**src/rtl/trig_enc_pkg.sv**
```systemverilog
// Shared definitions for the registered CFEB trigger-code encoder:
// code constants, channel state type and the input-to-code mapping.
package trig_enc_pkg;

    localparam logic [2:0] CODE_IDLE       = 3'd0;
    localparam logic [2:0] CODE_LCT        = 3'd1;
    localparam logic [2:0] CODE_LCT_L1A    = 3'd2;
    localparam logic [2:0] CODE_LCT_L1A_M  = 3'd3;
    localparam logic [2:0] CODE_L1A        = 3'd4;
    localparam logic [2:0] CODE_L1A_M      = 3'd5;
    localparam logic [2:0] CODE_RSYNC      = 3'd7;

    // S_ prefix keeps the literals clear of the HOLD parameter name.
    typedef enum logic {
        S_IDLE = 1'b0,
        S_HOLD = 1'b1
    } chan_state_e;

    // Map {RESYNC_RST, L1A_MATCH[i], L1ACFEB, PRE_LCT_OUT[i]} to a trigger code.
    function automatic logic [2:0] enc_code(input logic rsync,
                                            input logic l1a_match,
                                            input logic l1acfeb,
                                            input logic pre_lct);
        logic [2:0] c;
        c = CODE_IDLE;
        if (rsync) begin
            c = CODE_RSYNC;
        end else begin
            case ({l1a_match, l1acfeb, pre_lct})
                3'b001:  c = CODE_LCT;
                3'b011:  c = CODE_LCT_L1A;
                3'b111:  c = CODE_LCT_L1A_M;
                3'b010:  c = CODE_L1A;
                3'b110:  c = CODE_L1A_M;
                default: c = CODE_IDLE;
            endcase
        end
        return c;
    endfunction

endpackage

```
**src/rtl/trig_enc_chan.sv**
```systemverilog
// One encoder channel: hold FSM, hold counter, small code FIFO and sticky
// overflow flag. code_nxt_o is the code to be driven next cycle.
module trig_enc_chan
    import trig_enc_pkg::*;
#(
    parameter int unsigned HOLD     = 2,
    parameter int unsigned QDEPTH_W = 2
) (
    input  logic       clk_i,
    input  logic       rst_i,
    input  logic       clr_i,
    input  logic [2:0] code_i,
    input  logic       ovf_clr_i,
    output logic [2:0] code_nxt_o,
    output logic       ovf_o
);

    localparam int unsigned        DEPTH    = 1 << QDEPTH_W;
    localparam logic [3:0]         HOLD_LD  = 4'(HOLD - 1);
    localparam logic [QDEPTH_W:0]  FULL_CNT = (QDEPTH_W + 1)'(DEPTH);

    chan_state_e          state_q, state_d;
    logic [3:0]           hold_q, hold_d;
    logic [2:0]           code_q, code_d;
    logic [2:0]           mem_q [DEPTH];
    logic [QDEPTH_W-1:0]  wr_q, rd_q;
    logic [QDEPTH_W:0]    cnt_q, cnt_d;
    logic                 ovf_q;
    logic                 push, pop, flush;
    logic                 full, empty, push_ok, ovf_set;
    logic                 in_valid;

    assign in_valid = (code_i != CODE_IDLE);
    assign full     = (cnt_q == FULL_CNT);
    assign empty    = (cnt_q == '0);
    // A pop in the same cycle frees a slot, so push is legal even when full.
    assign push_ok  = push & (~full | pop);
    assign ovf_set  = push & full & ~pop;

    // Next-state logic: hold sequencing, queue push/pop decisions.
    always_comb begin
        state_d = state_q;
        hold_d  = hold_q;
        code_d  = code_q;
        push    = 1'b0;
        pop     = 1'b0;
        flush   = 1'b0;
        if (clr_i) begin
            state_d = S_IDLE;
            hold_d  = '0;
            code_d  = CODE_IDLE;
            flush   = 1'b1;
        end else begin
            case (state_q)
                S_IDLE: begin
                    if (in_valid) begin
                        state_d = S_HOLD;
                        code_d  = code_i;
                        hold_d  = HOLD_LD;
                    end
                end
                S_HOLD: begin
                    if (hold_q == '0) begin
                        if (!empty) begin
                            // Head goes out; a code arriving now joins the tail.
                            pop    = 1'b1;
                            code_d = mem_q[rd_q];
                            hold_d = HOLD_LD;
                            push   = in_valid;
                        end else if (in_valid) begin
                            code_d = code_i;
                            hold_d = HOLD_LD;
                        end else begin
                            state_d = S_IDLE;
                            code_d  = CODE_IDLE;
                        end
                    end else begin
                        hold_d = hold_q - 4'd1;
                        push   = in_valid;
                    end
                end
                default: begin
                    state_d = S_IDLE;
                    code_d  = CODE_IDLE;
                end
            endcase
        end
    end

    // Queue occupancy update.
    always_comb begin
        cnt_d = cnt_q;
        if (flush) begin
            cnt_d = '0;
        end else begin
            case ({push_ok, pop})
                2'b10:   cnt_d = cnt_q + 1'b1;
                2'b01:   cnt_d = cnt_q - 1'b1;
                default: cnt_d = cnt_q;
            endcase
        end
    end

    // State, counters, pointers and sticky overflow flag.
    always_ff @(posedge clk_i) begin
        if (rst_i) begin
            state_q <= S_IDLE;
            hold_q  <= '0;
            code_q  <= CODE_IDLE;
            wr_q    <= '0;
            rd_q    <= '0;
            cnt_q   <= '0;
            ovf_q   <= 1'b0;
        end else begin
            state_q <= state_d;
            hold_q  <= hold_d;
            code_q  <= code_d;
            cnt_q   <= cnt_d;
            if (flush) begin
                wr_q <= '0;
                rd_q <= '0;
            end else begin
                if (push_ok) wr_q <= wr_q + 1'b1;
                if (pop)     rd_q <= rd_q + 1'b1;
            end
            if (ovf_set) begin
                ovf_q <= 1'b1;
            end else if (ovf_clr_i) begin
                ovf_q <= 1'b0;
            end
        end
    end

    // FIFO storage; contents are don't-care while the queue is empty.
    always_ff @(posedge clk_i) begin
        if (push_ok) begin
            mem_q[wr_q] <= code_i;
        end
    end

    assign code_nxt_o = code_d;
    assign ovf_o      = ovf_q;

endmodule

```
**src/rtl/trig_enc_fifo.sv**
```systemverilog
// Registered NCHAN-channel CFEB trigger encoder: mode decode, shared resync
// stretcher with broadcast of code 7, passthrough mux and output registers.
module trig_enc_fifo
    import trig_enc_pkg::*;
#(
    parameter int unsigned NCHAN      = 5,
    parameter int unsigned HOLD       = 2,
    parameter int unsigned QDEPTH_W   = 2,
    parameter int unsigned RSYNC_HOLD = 4
) (
    input  logic             CLK,
    input  logic             RST,
    input  logic             ENCODE,
    input  logic             DCFEB_IN_USE,
    input  logic             RESYNC_RST,
    input  logic             L1ACFEB,
    input  logic [NCHAN-1:0] PRE_LCT_OUT,
    input  logic [NCHAN-1:0] L1A_MATCH,
    input  logic             OVF_CLR,
    output logic [NCHAN-1:0] ENC_BIT0,
    output logic [NCHAN-1:0] ENC_BIT1,
    output logic [NCHAN-1:0] ENC_BIT2,
    output logic [NCHAN-1:0] OVERFLOW
);

    localparam logic [3:0] RSYNC_LD = 4'(RSYNC_HOLD - 1);

    logic             enc_mode;
    logic             rsync_act_q, rsync_act_d;
    logic [3:0]       rsync_cnt_q, rsync_cnt_d;
    logic             drive7;
    logic             chan_clr;
    logic [2:0]       in_code  [NCHAN];
    logic [2:0]       chan_nxt [NCHAN];
    logic [NCHAN-1:0] enc0_q, enc0_d;
    logic [NCHAN-1:0] enc1_q, enc1_d;
    logic [NCHAN-1:0] enc2_q, enc2_d;

    assign enc_mode = ENCODE & ~DCFEB_IN_USE;
    // Channels stay idle and empty outside encoded mode and throughout resync.
    assign chan_clr = ~enc_mode | RESYNC_RST | rsync_act_q;

    // Resync stretcher: reload on every RESYNC_RST, broadcast 7 until expiry.
    always_comb begin
        rsync_act_d = rsync_act_q;
        rsync_cnt_d = rsync_cnt_q;
        drive7      = 1'b0;
        if (!enc_mode) begin
            rsync_act_d = 1'b0;
            rsync_cnt_d = '0;
        end else if (RESYNC_RST) begin
            rsync_act_d = 1'b1;
            rsync_cnt_d = RSYNC_LD;
            drive7      = 1'b1;
        end else if (rsync_act_q) begin
            if (rsync_cnt_q == '0) begin
                rsync_act_d = 1'b0;
            end else begin
                rsync_cnt_d = rsync_cnt_q - 4'd1;
                drive7      = 1'b1;
            end
        end
    end

    // Resync state register.
    always_ff @(posedge CLK) begin
        if (RST) begin
            rsync_act_q <= 1'b0;
            rsync_cnt_q <= '0;
        end else begin
            rsync_act_q <= rsync_act_d;
            rsync_cnt_q <= rsync_cnt_d;
        end
    end

    for (genvar g = 0; g < NCHAN; g++) begin : g_chan
        assign in_code[g] = enc_code(1'b0, L1A_MATCH[g], L1ACFEB, PRE_LCT_OUT[g]);

        trig_enc_chan #(
            .HOLD     (HOLD),
            .QDEPTH_W (QDEPTH_W)
        ) u_chan (
            .clk_i      (CLK),
            .rst_i      (RST),
            .clr_i      (chan_clr),
            .code_i     (in_code[g]),
            .ovf_clr_i  (OVF_CLR),
            .code_nxt_o (chan_nxt[g]),
            .ovf_o      (OVERFLOW[g])
        );
    end

    // Output select: passthrough, resync broadcast, or per-channel code.
    always_comb begin
        enc0_d = '0;
        enc1_d = '0;
        enc2_d = '0;
        if (!enc_mode) begin
            enc0_d = DCFEB_IN_USE ? L1A_MATCH : PRE_LCT_OUT;
            enc1_d = {NCHAN{L1ACFEB}};
            enc2_d = {NCHAN{RESYNC_RST}};
        end else if (drive7) begin
            enc0_d = '1;
            enc1_d = '1;
            enc2_d = '1;
        end else begin
            for (int unsigned i = 0; i < NCHAN; i++) begin
                enc0_d[i] = chan_nxt[i][0];
                enc1_d[i] = chan_nxt[i][1];
                enc2_d[i] = chan_nxt[i][2];
            end
        end
    end

    // Output registers.
    always_ff @(posedge CLK) begin
        if (RST) begin
            enc0_q <= '0;
            enc1_q <= '0;
            enc2_q <= '0;
        end else begin
            enc0_q <= enc0_d;
            enc1_q <= enc1_d;
            enc2_q <= enc2_d;
        end
    end

    assign ENC_BIT0 = enc0_q;
    assign ENC_BIT1 = enc1_q;
    assign ENC_BIT2 = enc2_q;

endmodule

```
**config.mk**
```make
export PLATFORM = sky130hd
export DESIGN_NAME = trig_enc_fifo
export DESIGN_NICKNAME = d
export VERILOG_FILES = /design/src/rtl/trig_enc_pkg.sv /design/src/rtl/trig_enc_chan.sv /design/src/rtl/trig_enc_fifo.sv
export SDC_FILE = /design/constraint.sdc
export NUM_CORES = 1
export LEC_CHECK = 0
export CORE_MARGIN = 10
export CORE_UTILIZATION = 45
export DETAILED_ROUTE_END_ITERATION = 12
export DONT_BUFFER_PORTS = 1
export HOLD_SLACK_MARGIN = 0.12
export PLACE_DENSITY = 0.59
export SLEW_MARGIN = 20
export SYNTH_ARGS = -nofsm -noshare
export SYNTH_HDL_FRONTEND = slang
export SYNTH_SLANG_ARGS = --single-unit
```
**constraint.sdc**
```tcl
create_clock -name CLK -period 4.65 [get_ports CLK]
set_clock_uncertainty 0.1 [all_clocks]
set_input_delay 0.465 -clock CLK [delete_from_list [all_inputs] [get_ports CLK]]
set_output_delay 0.465 -clock CLK [all_outputs]
set_load 0.03 [all_outputs]
```
==> impl_metrics.ini, run 1 <==
[sta]
timing.final.crit_period_ns = 3.17
max_freq_mhz = 316
tns_ns = 0
rsz0062_at_grt = no
worst_slew_pin_slew_ns = 0.939
slew_headroom_pct = 37.2
worst_slack_ns = 1.48
setup_viol = 0
slew_viol_final = 0
timing.final.crit_share_pct = 68.1
hold_viol = 0

[placement]
hpwl_mm = 12.2
gp_congestion = 0.837
place_area_um2 = 8190
numPortBuffers = 0
post-place-ws_ns = 1.51

[clock_network]
postCtsSetupBuffers = 0
clk_path_buf_depth = 2
cts_root_buffer = clkbuf_16
ctsResizeCount = 0
insertion_delay_ns = 0.43
cts_num_sinks = 170
cts_buffers = 17
path_clk_slew_ns = 0.06
cts_max_level = 4
cts_tree = done

[drt]
dr.pass1.iters = 4
via_per_inst = 5.53
antenna_left = 0
via_count = 5624
wl_mm = 17.5
drc = 0
wl_per_cell_um = 17.2
first_iter_violations = 348

[floorplanning]
rows = 48
die_x_um = 154
core_area_um2 = 17400
io_pins = 37
die_y_um = 154
die-area_um2 = 23600
start_util_pct = 46.1

[layout]
final_net_count = 832
nFillCells = 1523
n_antenna_cell = 0
fin_area_um2 = 8870
syn_to_final_growth_pct = 10.5
drive_gt1_share_pct = 7.45

[logic_synthesis]
synthCells = 780
synthTopCellsByCount = dfxtp_1 (110), nor2_1 (95), edfxtp_1 (60)
yosysMostFrequentCell = dfxtp_1
ys.warnings.count = 0
ys.flop_type = dfxtp_1
synth_top_area_cell = dfxtp_1
syn_avg_cell_area_um2 = 10.3
syn_area_um2 = 8030
synth-seq-area-share_pct = 49.9
synth-async-reset-ratio_pct = 0
synth_edf_count = 60
yosysUniqueCellTypes = 65
syn-num-nets = 832
synthTopCellsByArea = dfxtp_1 (27%), edfxtp_1 (22%), ha_1 (4.7%)
ys_ff_latch = 170
synth_top_area_share_pct = 27.4

[critical_path]
path_common_cell = inv_1
arrival_ns = 3.40
path_max_fanout = 7
crit_type = reg -> reg
crit_chain = inv_1 -> ha_1 -> nor3b_1 -> xnor2_1 -> o311a_1 -> inv_1 -> ha_1 -> inv_1 -> fa_1 -> xor2_1 -> or3_1 -> a21oi_1
critPathMaxStageDelay_ns = 0.52
cp-end-kind = flop
cp_data_required_time_ns = 4.89
cp_slowest_cell = nor3b_1
cp-start-kind = flop

[flow_run]
maxCapViolations = 0

[global_route]
grt_util_all_layers_pct = 14.9
grt_antenna_before_repair = 0
grt_pass1_wl_mm = 28.7
gr-total-overflow = 0
first_global_vias = 5554
grt_max_degree = 45

[pwr]
power_density_nw_per_um2 = 352
vdd_drop_max_mv = 0.250
power.total_w = 0.00312
leakage_nw = 3.04

[outcome]
status = finished clean

[min_path]
hold_path_class = in -> reg
[metrics by stage]
step	hold slack (ns)	utilization, %	instances
final	0.145	50.9	1017
after global placement	0.373	47.0	977
after global routing	0.137	50.9	1017
after detailed placement	0.391	47.0	977
after CTS	0.121	50.9	1017
after floorplan	0.345	-	780
[registers in the layout, summed over array words and instances (netlist names), named ones only]
| name | flops |
|---|---|
| g_chan.u_chan.wr_q | 10 |
| g_chan.u_chan.ovf_o | 5 |
| g_chan.u_chan.cnt_q | 15 |
| rsync_act_q | 1 |
| g_chan.u_chan.rd_q | 10 |
| rsync_cnt_q | 4 |
| g_chan.u_chan.hold_q | 20 |
| ENC_BIT1 | 5 |
| g_chan.u_chan.code_q | 15 |
| ENC_BIT0 | 5 |
| ENC_BIT2 | 5 |
| g_chan.u_chan.state_q | 5 |
| g_chan.u_chan.mem_q | 60 |
[worst max-delay path: cells and delay by family (launching register included)]
kind	cells	cell delay, ns
XOR/XNOR	2	0.27
adder cells (fa/ha/maj)	3	0.78
buffers and inverters	3	0.22
AO/OA/AOI/OAI	2	0.55
flip-flops	1	0.32
AND/OR/NAND/NOR	2	0.83
[per-layer routing]
| metal | GRT usage, % | vias up | wire [um] |
|---|---|---|---|
| li1 | - | 2760 | - |
| met1 | 18.7 | 2705 | 7980 |
| met2 | 23.8 | 143 | 8130 |
| met3 | 4.21 | 16 | 1140 |
| met4 | 5.44 | 0 | 234 |
| met5 | 0 | - | 0 |
[repair_timing]
item                                   CTS  global route
setup endpoints to repair                0             0
endpoints found under the hold margin   23             0
hold buffers                             9             0
[final timing paths]
check / startpoint / to / slack (ns) / cells past startpoint
setup / recovery: g_chan[2].u_chan.hold_q[0]$_SDFF_PP0_ / g_chan[2].u_chan.cnt_q[2]$_SDFFE_PP0P_ / 1.48 / 12
hold / removal: L1ACFEB / g_chan[2].u_chan.hold_q[2]$_SDFF_PP0_ / 0.14 / 2
setup reg to reg: g_chan[2].u_chan.hold_q[0]$_SDFF_PP0_ / g_chan[2].u_chan.cnt_q[2]$_SDFFE_PP0P_ / 1.48 / 12
hold reg to reg: g_chan[2].u_chan.hold_q[0]$_SDFF_PP0_ / g_chan[2].u_chan.hold_q[0]$_SDFF_PP0_ / 0.40 / 2
[cells in the final DEF, fill, tap and decap left out, types with 4 or more instances in the layout]
cell type	count
dfxtp_1	110
nor2_1	95
edfxtp_1	60
inv_1	54
a21oi_1	48
nand2_1	32
and2_1	31
nor3_1	30
ha_1	30
o21ai_0	29
xnor2_1	17
clkbuf_16	17
nor2b_1	16
nand2b_1	16
mux4_2	15
or3_1	14
xor2_1	14
a211oi_1	11
mux2i_1	10
nor3b_1	9
dlygate4sd3_1	9
nand3_1	7
o31ai_1	6
and3_1	6
a2111oi_0	5
a21o_1	5
a31oi_1	5
fa_1	5
buf_4	5
a21boi_0	4
nand4_1	4
[power breakdown]
| part | total [W] | switching [W] | leakage [nW] | internal [W] |
|---|---|---|---|---|
| logic | 0.000117 | 0.0000733 | 1.32 | 0.0000432 |
| registers | 0.00158 | 0.0000286 | 1.44 | 0.00155 |
| clock network | 0.00142 | 0.000572 | 0.284 | 0.000853 |
[area by class of cell]
class                      instances  area, um2  share of cell area [%]
inverter                          54        203                    2.28
tap                              225        282                    3.17
multi-input combinational        523       3670                    41.3
clock inverter                    12        149                    1.68
sequential                       170       4000                    45.1
clock buffer                      19        443                    4.99
timing repair buffer              14        128                    1.44
[cell families (layout without fill, tap and decap cells)]
family / Yosys count / in the layout / synth area share, %
AOI/OAI and AO/OA: 143 / 143 / 11.6
muxes: 27 / 27 / 5.74
xor gates and xnor gates: 32 / 32 / 3.66
and+or+nand+nor: 286 / 286 / 18.7
adders and majority gates: 35 / 35 / 5.92
DFF: 170 / 170 / 49.9
buffers and inverters: 87 / 99 / 4.49
Note: power is estimated with default switching activity, not from simulation.
==> inputs of run 2 (changes only) <==
--- a/config.mk
+++ b/config.mk
@@ -10,7 +10,7 @@
 export DETAILED_ROUTE_END_ITERATION = 12
 export DONT_BUFFER_PORTS = 1
 export HOLD_SLACK_MARGIN = 0.12
-export PLACE_DENSITY = 0.59
+export PLACE_DENSITY = 0.61
 export SLEW_MARGIN = 20
 export SYNTH_ARGS = -nofsm -noshare
 export SYNTH_HDL_FRONTEND = slang
==> constraint.sdc (replaced) <==
create_clock -name CLK -period 2.7 [get_ports CLK]
set_clock_uncertainty 0.1 [all_clocks]
set_input_delay 0.27 -clock CLK [delete_from_list [all_inputs] [get_ports CLK]]
set_output_delay 0.27 -clock CLK [all_outputs]
set_load 0.03 [all_outputs]
==> run 2 against run 1 <==
Fmax increased by 18%. Final cell count increased by 5.2%. Largest power group unchanged. Routed wire length increased by 10%. First-iteration DRC count increased by 7.5%. Sequential share of layout area decreased by 3.1 points. Final area increased by 7.5%. Count of clock-buffer cells in the layout unchanged. Die area unchanged. Clock power increased by 79%. Sequential cell count unchanged. Highest routed layer unchanged. Worst setup slack got worse by 1.5 ns. Global-route usage increased by 1.4 points.
==> impl_metrics.ini, run 2 (synthesized netlist as in run 1, its figures left out) <==
[critical_path]
arrival_ns = 2.96
cp-start-kind = flop
path_max_fanout = 3
cp_slowest_cell = o311a_1
path_common_cell = inv_2
ff2ff_setup_slack_ns = 0.006
cp_num_buf_inv = 3
critPathMaxStageDelay_ns = 0.37
cp_data_required_time_ns = 2.97
path_delay_family = adder cells
crit_type = reg -> reg
crit_chain = inv_2 -> ha_4 -> nor3b_4 -> xnor2_1 -> o311a_1 -> inv_1 -> ha_2 -> inv_2 -> fa_2 -> xor2_2 -> or3_1 -> a21oi_2
cp-end-kind = flop

[clock_network]
path_clk_slew_ns = 0.07
cts_root_buffer = clkbuf_16
insertion_delay_ns = 0.43
cts_buffers = 17
cts_tree = done
cts_num_sinks = 170
clk_path_buf_depth = 2
cts_max_level = 4

[global_route]
first_global_vias = 6056
grt_pass1_wl_mm = 31.3
grt_antenna_before_repair = 0
grt_util_all_layers_pct = 16.3
gr-total-overflow = 0
grt_max_degree = 26

[pwr]
power_density_nw_per_um2 = 579
power.total_w = 0.00552
leakage_nw = 3.41
vdd_drop_max_mv = 0.481

[flow_run]
maxCapViolations = 0

[layout]
mostFrequentLayoutCells = dfxtp_1 (105), nor2_1 (94), edfxtp_1 (60)
syn_to_final_growth_pct = 18.8
final_net_count = 884
layout_commonest_cell = dfxtp_1
largestRegisters = g_chan.u_chan.mem_q x60, g_chan.u_chan.hold_q x20
largest_reg_flops = 60
drive_gt1_share_pct = 17.2
fin_util_pct = 54.7
largest_register = g_chan.u_chan.mem_q
n_antenna_cell = 0
fin_area_um2 = 9540
instances_no_fill = 1070

[floorplanning]
io_pins = 37
die_x_um = 154
die-area_um2 = 23600
start_util_pct = 46.1
die_y_um = 154
core_area_um2 = 17400
rows = 48

[placement]
numPortBuffers = 0
gp_congestion = 0.803
place_area_um2 = 8490
hpwl_mm = 13.0
dp.cells = 1009

[drt]
wl_per_cell_um = 18.0
antenna_left = 0
wl_mm = 19.3
drc = 0
first_iter_violations = 374
dr.pass1.iters = 5
via_count = 5894
via_per_inst = 5.51

[sta]
rsz0062_at_grt = yes
hold_viol = 0
timing.final.crit_period_ns = 2.69
max_freq_mhz = 371
slew_viol_final = 0
slew_headroom_pct = 26.8
setup_viol = 0
whs_ns = 0.122
timing.final.crit_share_pct = 99.8
worst_slew_pin_slew_ns = 1.10

[outcome]
status = finished clean

[min_path]
hold_path_class = in -> reg
run 2: changes by cell type in the layout (fill, tap and decap cells not counted), sizes merged:
cell / previous run / this run
buf: 5 / 45
bufinv: 3 / 2
dlymetal6s4s: 0 / 1
inv: 55 / 60
dlygate4sd3: 9 / 20
clkinv: 6 / 5
clkinvlp: 2 / 0
run 2: what timing repair did:
action                                 CTS  global route
hold buffers                            21             0
setup endpoints to repair                6            11
buffers inserted                         3             6
pin swaps                                2            14
gates resized for setup                  9            32
endpoints found under the hold margin  101             0
run 2: per-stage QoR:
stage          setup TNS, ns  worst slack [ns]
6_report                   0           0.00593
2_1_floorplan        -0.0385           -0.0222
4_1_cts              -0.0431           -0.0343
3_3_place_gp               0            0.0719
3_5_place_dp          -0.164           -0.0433
5_1_grt               -0.313           -0.0902
run 2: metal layers:
| metal | routed length (um) | share of wire, % | GRT usage, % |
|---|---|---|---|
| met5 | 0 | 0 | 0 |
| met2 | 9270 | 48 | 26.8 |
| met3 | 1110 | 5.8 | 5.02 |
| met1 | 8570 | 44 | 19.8 |
| met4 | 362 | 1.9 | 5.35 |
run 2: final cells by class:
class	instances	area, um2
clock buffer	19	464
clock inverter	13	154
fill	1521	7880
inverter	54	203
multi-input combinational	523	3870
sequential	170	4010
tap	225	282
timing repair buffer	66	551
run 2: power breakdown:
group	internal, W	switching, W	total [W]
Combinational	0.000103	0.000158	0.000261
Clock	0.00147	0.00107	0.00254
Sequential	0.00267	0.0000461	0.00272
run 2: final timing paths:
kind,from,end,cells past startpoint
worst max register to register,g_chan[1].u_chan.hold_q[0]$_SDFF_PP0_,g_chan[1].u_chan.cnt_q[2]$_SDFFE_PP0P_,12
worst max-delay path,g_chan[1].u_chan.hold_q[0]$_SDFF_PP0_,g_chan[1].u_chan.cnt_q[2]$_SDFFE_PP0P_,12
worst min register to register,g_chan[3].u_chan.hold_q[0]$_SDFF_PP0_,g_chan[3].u_chan.hold_q[0]$_SDFF_PP0_,2
worst min-delay path,RST,ENC_BIT2[3]$_SDFF_PP0_,2
